===== src/rtl/tx_fifo.sv =====
// Transmit FIFO, first-word-fall-through, with sticky overflow/underflow flags.
// Define TX_FIFO_JOIN_EN to add join mode (port join_mode, since "join" is a reserved word).
module tx_fifo #(
  parameter int DEPTH = 4,
  parameter int LW    = $clog2(2*DEPTH)+1
) (
  input  logic          clk,
  input  logic          rst,
  input  logic [31:0]   wr_data,
  input  logic          wr_en,
  output logic [31:0]   rd_data,
  input  logic          rd_en,
  output logic          full,
  output logic          empty,
  output logic [LW-1:0] level,
  input  logic          flush,
  output logic          overflow,
  output logic          underflow,
  input  logic          clr_over,
`ifdef TX_FIFO_JOIN_EN
  input  logic          clr_under,
  input  logic          join_mode
`else
  input  logic          clr_under
`endif
);

`ifdef TX_FIFO_JOIN_EN
  localparam int MEM = 2*DEPTH;
`else
  localparam int MEM = DEPTH;
`endif
  localparam int AW = $clog2(MEM);

  logic [31:0]   mem [MEM];
  logic [LW-1:0] wptr_reg, rptr_reg;
  logic [LW-1:0] cap;
  logic [AW-1:0] amask, waddr, raddr;
  logic          flush_all, do_push, do_pop, set_over, set_under;

`ifdef TX_FIFO_JOIN_EN
  logic join_reg;

  always_ff @(posedge clk or posedge rst) begin
    if (rst) join_reg <= 1'b0;
    else     join_reg <= join_mode;
  end

  // A change of mode discards contents so the old layout never leaks into the new capacity.
  assign flush_all = flush | (join_mode != join_reg);
  assign cap       = join_reg ? LW'(2*DEPTH) : LW'(DEPTH);
  assign amask     = join_reg ? AW'(2*DEPTH-1) : AW'(DEPTH-1);
`else
  assign flush_all = flush;
  assign cap       = LW'(DEPTH);
  assign amask     = AW'(DEPTH-1);
`endif

  assign level = wptr_reg - rptr_reg;
  assign full  = (level == cap);
  assign empty = (level == '0);
  assign waddr = wptr_reg[AW-1:0] & amask;
  assign raddr = rptr_reg[AW-1:0] & amask;

  assign rd_data = empty ? 32'h0 : mem[raddr];

  // A pop on a full FIFO frees the slot the same-edge push lands in.
  assign do_pop    = rd_en & ~empty;
  assign do_push   = wr_en & (~full | rd_en);
  assign set_over  = ~flush_all & wr_en & full & ~rd_en;
  assign set_under = ~flush_all & rd_en & empty;

  always_ff @(posedge clk or posedge rst) begin
    if (rst) begin
      wptr_reg <= '0;
      rptr_reg <= '0;
    end else if (flush_all) begin
      wptr_reg <= '0;
      rptr_reg <= '0;
    end else begin
      if (do_push) wptr_reg <= wptr_reg + LW'(1);
      if (do_pop)  rptr_reg <= rptr_reg + LW'(1);
    end
  end

  always_ff @(posedge clk) begin
    if (!rst && !flush_all && do_push) mem[waddr] <= wr_data;
  end

  // Set wins over a same-cycle clear.
  always_ff @(posedge clk or posedge rst) begin
    if (rst) begin
      overflow  <= 1'b0;
      underflow <= 1'b0;
    end else begin
      if (set_over)      overflow <= 1'b1;
      else if (clr_over) overflow <= 1'b0;
      if (set_under)      underflow <= 1'b1;
      else if (clr_under) underflow <= 1'b0;
    end
  end

endmodule


===== config.mk =====
export PLATFORM = sky130hd
export DESIGN_NAME = tx_fifo
export DESIGN_NICKNAME = d
export VERILOG_FILES = /design/src/rtl/tx_fifo.sv
export SDC_FILE = /design/constraint.sdc
export NUM_CORES = 1
export LEC_CHECK = 0
export ABC_CLOCK_PERIOD_IN_PS = 3750
export BUFFER_PORTS_ARGS = -buffer_cell sky130_fd_sc_hd__buf_2
export CORE_ASPECT_RATIO = 0.8
export CORE_MARGIN = 2
export CORE_UTILIZATION = 51
export DETAILED_ROUTE_END_ITERATION = 12
export GPL_TIMING_DRIVEN = 0
export PLACE_DENSITY = 0.71
export SLEW_MARGIN = 10
export SYNTH_ARGS = -nofsm -noshare
export SYNTH_HDL_FRONTEND = slang
export SYNTH_SLANG_ARGS = --single-unit

===== constraint.sdc =====
create_clock -name clk -period 3.75 [get_ports clk]
set_input_delay 0.5625 -clock clk [delete_from_list [all_inputs] [get_ports clk]]
set_output_delay 0.5625 -clock clk [all_outputs]
set_load 0.01 [all_outputs]

# Yosys cells after proc, flatten, opt, wreduce, memory -nomap -nowiden

Memory sizes are Yosys's and may differ from the RTL's.
Cells that the tools add are included.

Add/subtract/negate cells: 3
Eq/ne operators: 1
Multiplexer cells: 11
Bitwise operators: 12
Reduce and logical (&&, ||, !) cells: 9

Operators with widths:

| kind                                                | number |
|---|---|
| 2-to-1 mux 32 bit                                   | 1 |
| 2-to-1 mux 4 bit                                    | 4 |
| adder 4 x 1 -> 4 bit, second input constant         | 2 |
| nonzero test 2 bit                                  | 4 |
| AND 1 bit                                           | 7 |
| 2-to-1 mux 1 bit                                    | 6 |
| equality test 4 x 3 -> 1 bit, second input constant | 1 |
| logical NOT 4 bit                                   | 1 |
| NOT 1 bit                                           | 4 |
| subtractor 4 bit                                    | 1 |
| logical AND 1 bit                                   | 2 |
| logical NOT 1 bit                                   | 2 |
| bitwise OR 1 bit                                    | 1 |

Flip-flop bits (word level): 10
Bits in writable memories: 128
Bits of input ports: 39
Word-level logic and storage cells: 41
Memories: 1

Memories:

| name | words | width | read ports | clocked after Yosys merged registers in | wr ports | line | RTL |
|---|---|---|---|---|---|---|---|
| mem  | 4     | 32    | 1          | 0                                       | 1        | 35   | `logic [31:0] mem [MEM];` |

# Logic depth before layout (Yosys ltp)

Depth in word-level cells: 8
Mapped depth: 11
Depth with buffers taken out: 9

# Worst setup path before layout

Ideal clock, no wire load.

Kind: register -> register
From: register rptr_reg[1]
To: memory mem[0][0] (enable)
Setup time: 0.421 ns
Arrival time: 3.668 ns
Setup slack: -0.339 ns
Cell stages (with the launch flop): 10
Buffers on the path: 2
Period minus slack after synthesis: 4.089 ns
Cell sequence: dfrtp_1 clkbuf_1 clkbuf_1 inv_1 fa_1 xor2_2 nand3_1 o31ai_4 or3_1 nor2_1

Word-level cells in the longest chain between the ends: 8

RTL lines:

| element                                | line | RTL |
|---|---|---|
| start, declared                        | 36   | `logic [LW-1:0] wptr_reg, rptr_reg;` |
| start signal, assigned                 | 82   | `if (do_pop) rptr_reg <= rptr_reg + LW'(1);` |
| subtractor 4 bit                       | 59   | `assign level = wptr_reg - rptr_reg;` |
| named net level[2]                     | 15   | `output logic [LW-1:0] level,` |
| equality test 4 x 3 -> 1 bit           | 60   | `assign full = (level == cap);` |
| NOT 1 bit                              | 69   | `assign do_push = wr_en & (~full \| rd_en);` |
| bitwise OR 1 bit                       | 69   |  |
| AND 1 bit                              | 69   |  |
| logical AND 1 bit                      | 87   | `if (!rst && !flush_all && do_push) mem[waddr] <= wr_data;` |
| 2-to-1 mux 1 bit                       | 87   |  |
| 2-to-1 mux 1 bit (not written as such) | 87   |  |
| end, declared                          | 35   |  |

The timed path passes the listed nets, and every way through them passes these cells.

# Worst setup path after layout

From: register rptr_reg[1]
To: output port rd_data[23]

Word-level cells in the longest chain between the ends: 3

RTL lines:

| element             | line | RTL |
|---|---|---|
| subtractor 4 bit    | 59   |  |
| logical NOT 4 bit   | 61   | `assign empty = (level == '0);` |
| 2-to-1 mux 32 bit * | 65   | `assign rd_data = empty ? 32'h0 : mem[raddr];` |
| end, declared       | 11   | `output logic [31:0] rd_data,` |

Mark *: on every way between the ends. The rest lies on a longest branch, timed or not.

==> results.env <==
MAX_SLEW.WORST_PIN.SLEW_NS=0.670
FINAL_CORE_UTILIZATION_PCT=64.2
CP_SLOWEST_STAGE_DELAY_NS=0.51
LARGEST_REG_FLOPS=128
MAX_CLOCK_FREQ_MHz=286
NETLIST_TOP_CELLS_AREA='sky130_fd_sc_hd__edfxtp_1, sky130_fd_sc_hd__mux4_2, sky130_fd_sc_hd__dfrtp_1'
GRT_PASS1_WL_UM=16100
WORST-PATH-MAX-FANOUT=10
CTS_MADE_BUFFERS=17
WORST_HOLD_SLACK_NS=0.142
RSZ0062_AT_GRT='false'
YOSYS_MOST_USED_DFF='sky130_fd_sc_hd__edfxtp_1'
CRITPATHARRIVALTIME_NS=2.94
MIN_PATH_TYPE='in2async'
CELLLEAKAGEPOWER_nW=2.45
SYNTH_COMMON_CELLS='sky130_fd_sc_hd__edfxtp_1, sky130_fd_sc_hd__mux4_2, sky130_fd_sc_hd__nor2b_1'
CRITICAL_PATH_CLASS='reg2out'
SETUP_VIOLATIONS=0
LAYOUT-AREA-OVERHEAD-VS-SYNTH_PCT=23.4
TOTAL_AREA_OF_MULTI_INPUT_COMBINATIONAL_CELLS_UM2=1410
SHARE_OF_POST_ROUTE_CELLS_WITH_DRIVE_STRENGTH_ABOVE_1_PCT=41.4
DRT_DRC_VIOLATIONS_LEFT=0
DIE_H_UM=97.7
INSERTION_DELAY_NS=0.41
SYNTH_SEQ_AREA_SHARE_PCT=73.1
MAXCAPVIOLCOUNT=0
SYNTH.YOSYS.WARNINGS=0
GRT_START_MAX_NET_PINS=25
DIEAREA_UM2=11800
ROUTE.ANTENNA.REMAINING_NETS=0
GRT_ANTENNA_BEFORE_REPAIR=2
POST-ROUTE-WORST-SETUP-SLACK_NS=0.250
START_UTIL_PCT=52.0
CTS.ROOT.BUFFER_CELL='sky130_fd_sc_hd__clkbuf_16'
DRT-WIRELENGTH-PER-CELL_UM=19.2
PLACE_WORST_SETUP_SLACK_NS=-0.292
SYNTH_TOP_AREA_SHARE_PCT=68.7
PORT_BUFFERS=78
POST-SYNTH-TOP-AREA-CELL='sky130_fd_sc_hd__edfxtp_1'
TRITONCTS_NUM_SINKS=138
COREAREA_UM2=10800
FINAL.MIN_CLOCK_PERIOD_NS=3.50
CTS-ROOT-TO-SINK-BUFFERS=2
EDFF_COUNT_SYNTH=128
POWER_DENSITY_nW_PER_UM2=784
WORST_SLEW_MARGIN_REL_PCT=55.3
COUNT_OF_DIFFERENT_CELL_MASTERS_AFTER_SYNTHESIS=34
ROUTED_VIA_DENSITY=5.38
SHARE_OF_ASYNC_SETTABLE_OR_ASYNC_RESETTABLE_FLOPS_AFTER_SYNTHESIS_PCT=7.25
DRV_SLEW=0
FILLER_CELL_COUNT=760
START_KIND='flop'
DRT-INITIAL-DRC-COUNT=154
ROUTE.VIAS.TOTAL=2928
TOTALNEGATIVESETUPSLACK_NS=0
SYNTHESIS.NETS=333
CRITICAL_PATH.ENDPOINT_TYPE='output port'
WORST_SETUP_HOLD_PATH_CLK_SLEW_NS=0.06
IO_PINS=79
GRT_UTIL_ALL_LAYERS_PCT=19.1
WORSTPATHCELLLIST='clkbuf_4 -> inv_1 -> fa_1 -> nand2b_1 -> nor4_4 -> buf_6 -> buf_6 -> nor2b_1 -> buf_2'
TIMING.CRITICAL_PATH.SLOWEST_STAGE_CELL='sky130_fd_sc_hd__fa_1'
GP_ROUTABILITY_CONGESTION=0.742
TIMING.FINAL.HOLD_VIOLATIONS=0
TRITONCTS='built'
CLOCK_SKEW_NS=0.00863
REGISTER_AREA_UM2=4100
SYNTH-SEQ-CELLS=138
DIE_WD_UM=121
POSTSYNTHAREAPERCELL_UM2=19.6
GRT_OVERFLOW_TOTAL=0
TIMING.FINAL.CRIT_SHARE_PCT=93.3
DRT_PASS1_ITERATIONS=5
AREA_POST_PLACEMENT_UM2=6290
PLACE.DETAILED.HPWL_UM=6820
STATUS='completed'
IR_DROP_mV=0.523
SYN_INST=285
REQUIRED_NS=3.19
SYN-CELL-AREA_UM2=5600
NNETSFINAL=434
FIN_AREA_UM2=6910
STD_CELL_ROWS=34
CRITICAL-PATH-TOP-CELL-BY-COUNT='sky130_fd_sc_hd__buf_6'
VIAS_IN_THE_FIRST_GLOBAL_ROUTE=2984
HTREE_LEVELS=4
SYNTHMOSTINSTANTIATEDCELL='sky130_fd_sc_hd__edfxtp_1'
WIRELENGTH_UM=10400
[placed cells by master (no fill, tap or decap), types with 2 or more instances in the layout]
master / count
sky130_fd_sc_hd__nor2b_1: 32
sky130_fd_sc_hd__clkbuf_4: 2
sky130_fd_sc_hd__buf_12: 3
sky130_fd_sc_hd__nand3_1: 3
sky130_fd_sc_hd__inv_1: 15
sky130_fd_sc_hd__or3_1: 4
sky130_fd_sc_hd__bufinv_16: 4
sky130_fd_sc_hd__clkbuf_16: 17
sky130_fd_sc_hd__nor2_1: 4
sky130_fd_sc_hd__ha_1: 8
sky130_fd_sc_hd__buf_6: 2
sky130_fd_sc_hd__clkinvlp_4: 4
sky130_fd_sc_hd__o31ai_1: 2
sky130_fd_sc_hd__clkinv_1: 4
sky130_fd_sc_hd__dfrtp_1: 9
sky130_fd_sc_hd__o21ai_0: 3
sky130_fd_sc_hd__clkbuf_1: 3
sky130_fd_sc_hd__nor2_4: 4
sky130_fd_sc_hd__nand3b_1: 2
sky130_fd_sc_hd__or4_1: 2
sky130_fd_sc_hd__edfxtp_1: 128
sky130_fd_sc_hd__a21oi_1: 7
sky130_fd_sc_hd__mux4_2: 32
sky130_fd_sc_hd__buf_2: 83
[path summary, 6_finish.rpt]
kind                                         start                       to  slack [ns]  depth (start not counted)
max in group asynchronous                      rst  rptr_reg[1]$_DFFE_PP0P_        3.30                          2
max reg2reg                rptr_reg[1]$_DFFE_PP0P_      mem[0][4]$_DFFE_PP_        0.36                          9
min reg2reg                   overflow$_DFFE_PP0P_     overflow$_DFFE_PP0P_        0.49                          1
min                                            rst     overflow$_DFFE_PP0P_        0.14                          2
max                        rptr_reg[1]$_DFFE_PP0P_              rd_data[23]        0.25                          9
min in group clk                         clr_under    underflow$_DFFE_PP0P_        0.33                          2
[cell families after synthesis]
kind of cell / synth area share, %
buffers and inverters: 2.28
muxes: 13.1
AOI/OAI and AO/OA: 2.17
adders and majority gates: 2.15
xor gates and xnor gates: 0.604
and+or+nand+nor: 6.62
DFF: 73.1
[metal layers]
layer,vias to the layer above,routed length (um),GRT usage (%)
met5,-,0,0
met2,92,5040,29.4
met4,0,68,6.10
met3,9,661,7.28
met1,1502,4670,25.7
li1,1325,-,-
[power by group]
part / switching (mW) / internal (mW) / leakage, nW / total, mW
clock network: 0.607 / 1.10 / 0.282 / 1.71
logic: 1.05 / 0.875 / 0.881 / 1.92
registers: 0.0353 / 1.75 / 1.29 / 1.78
total: 1.69 / 3.72 / 2.45 / 5.42
[critical path, delay by kind of cell, from the launching register on]
kind / cells / cell delay, ns
buffers and inverters: 5 / 0.92
flip-flops: 1 / 0.48
AND/OR/NAND/NOR: 3 / 0.61
adder cells (fa/ha/maj): 1 / 0.51
[through the flow]
step / std cells / power (mW)
5_1_grt: 543 / 5.69
3_3_place_gp: 507 / 3.70
4_1_cts: 543 / 5.47
3_5_place_dp: 511 / 3.73
2_1_floorplan: 285 / 3.04
6_report: 544 / 5.42
[repair_timing]
action | in CTS | in global routing
setup buffers | 1 | 0
cloned | 0 | 0
gates resized for setup | 3 | 1
pin swaps | 1 | 1
setup endpoints to repair | 145 | 14
hold endpoints to repair | 0 | 0
hold buffers | 0 | 0
[layout make-up]
cell class / count / area share [%]
Clock inverter: 14 / 2.59
Buffer: 12 / 1.07
Multi-Input combinational cell: 119 / 20.4
Tap cell: 144 / 2.61
Sequential cell: 138 / 59.3
Timing Repair Buffer: 83 / 7.03
Clock buffer: 18 / 6.21
Antenna cell: 1 / 0.0362
Inverter: 15 / 0.815
Power figures use the tool's default switching activity.
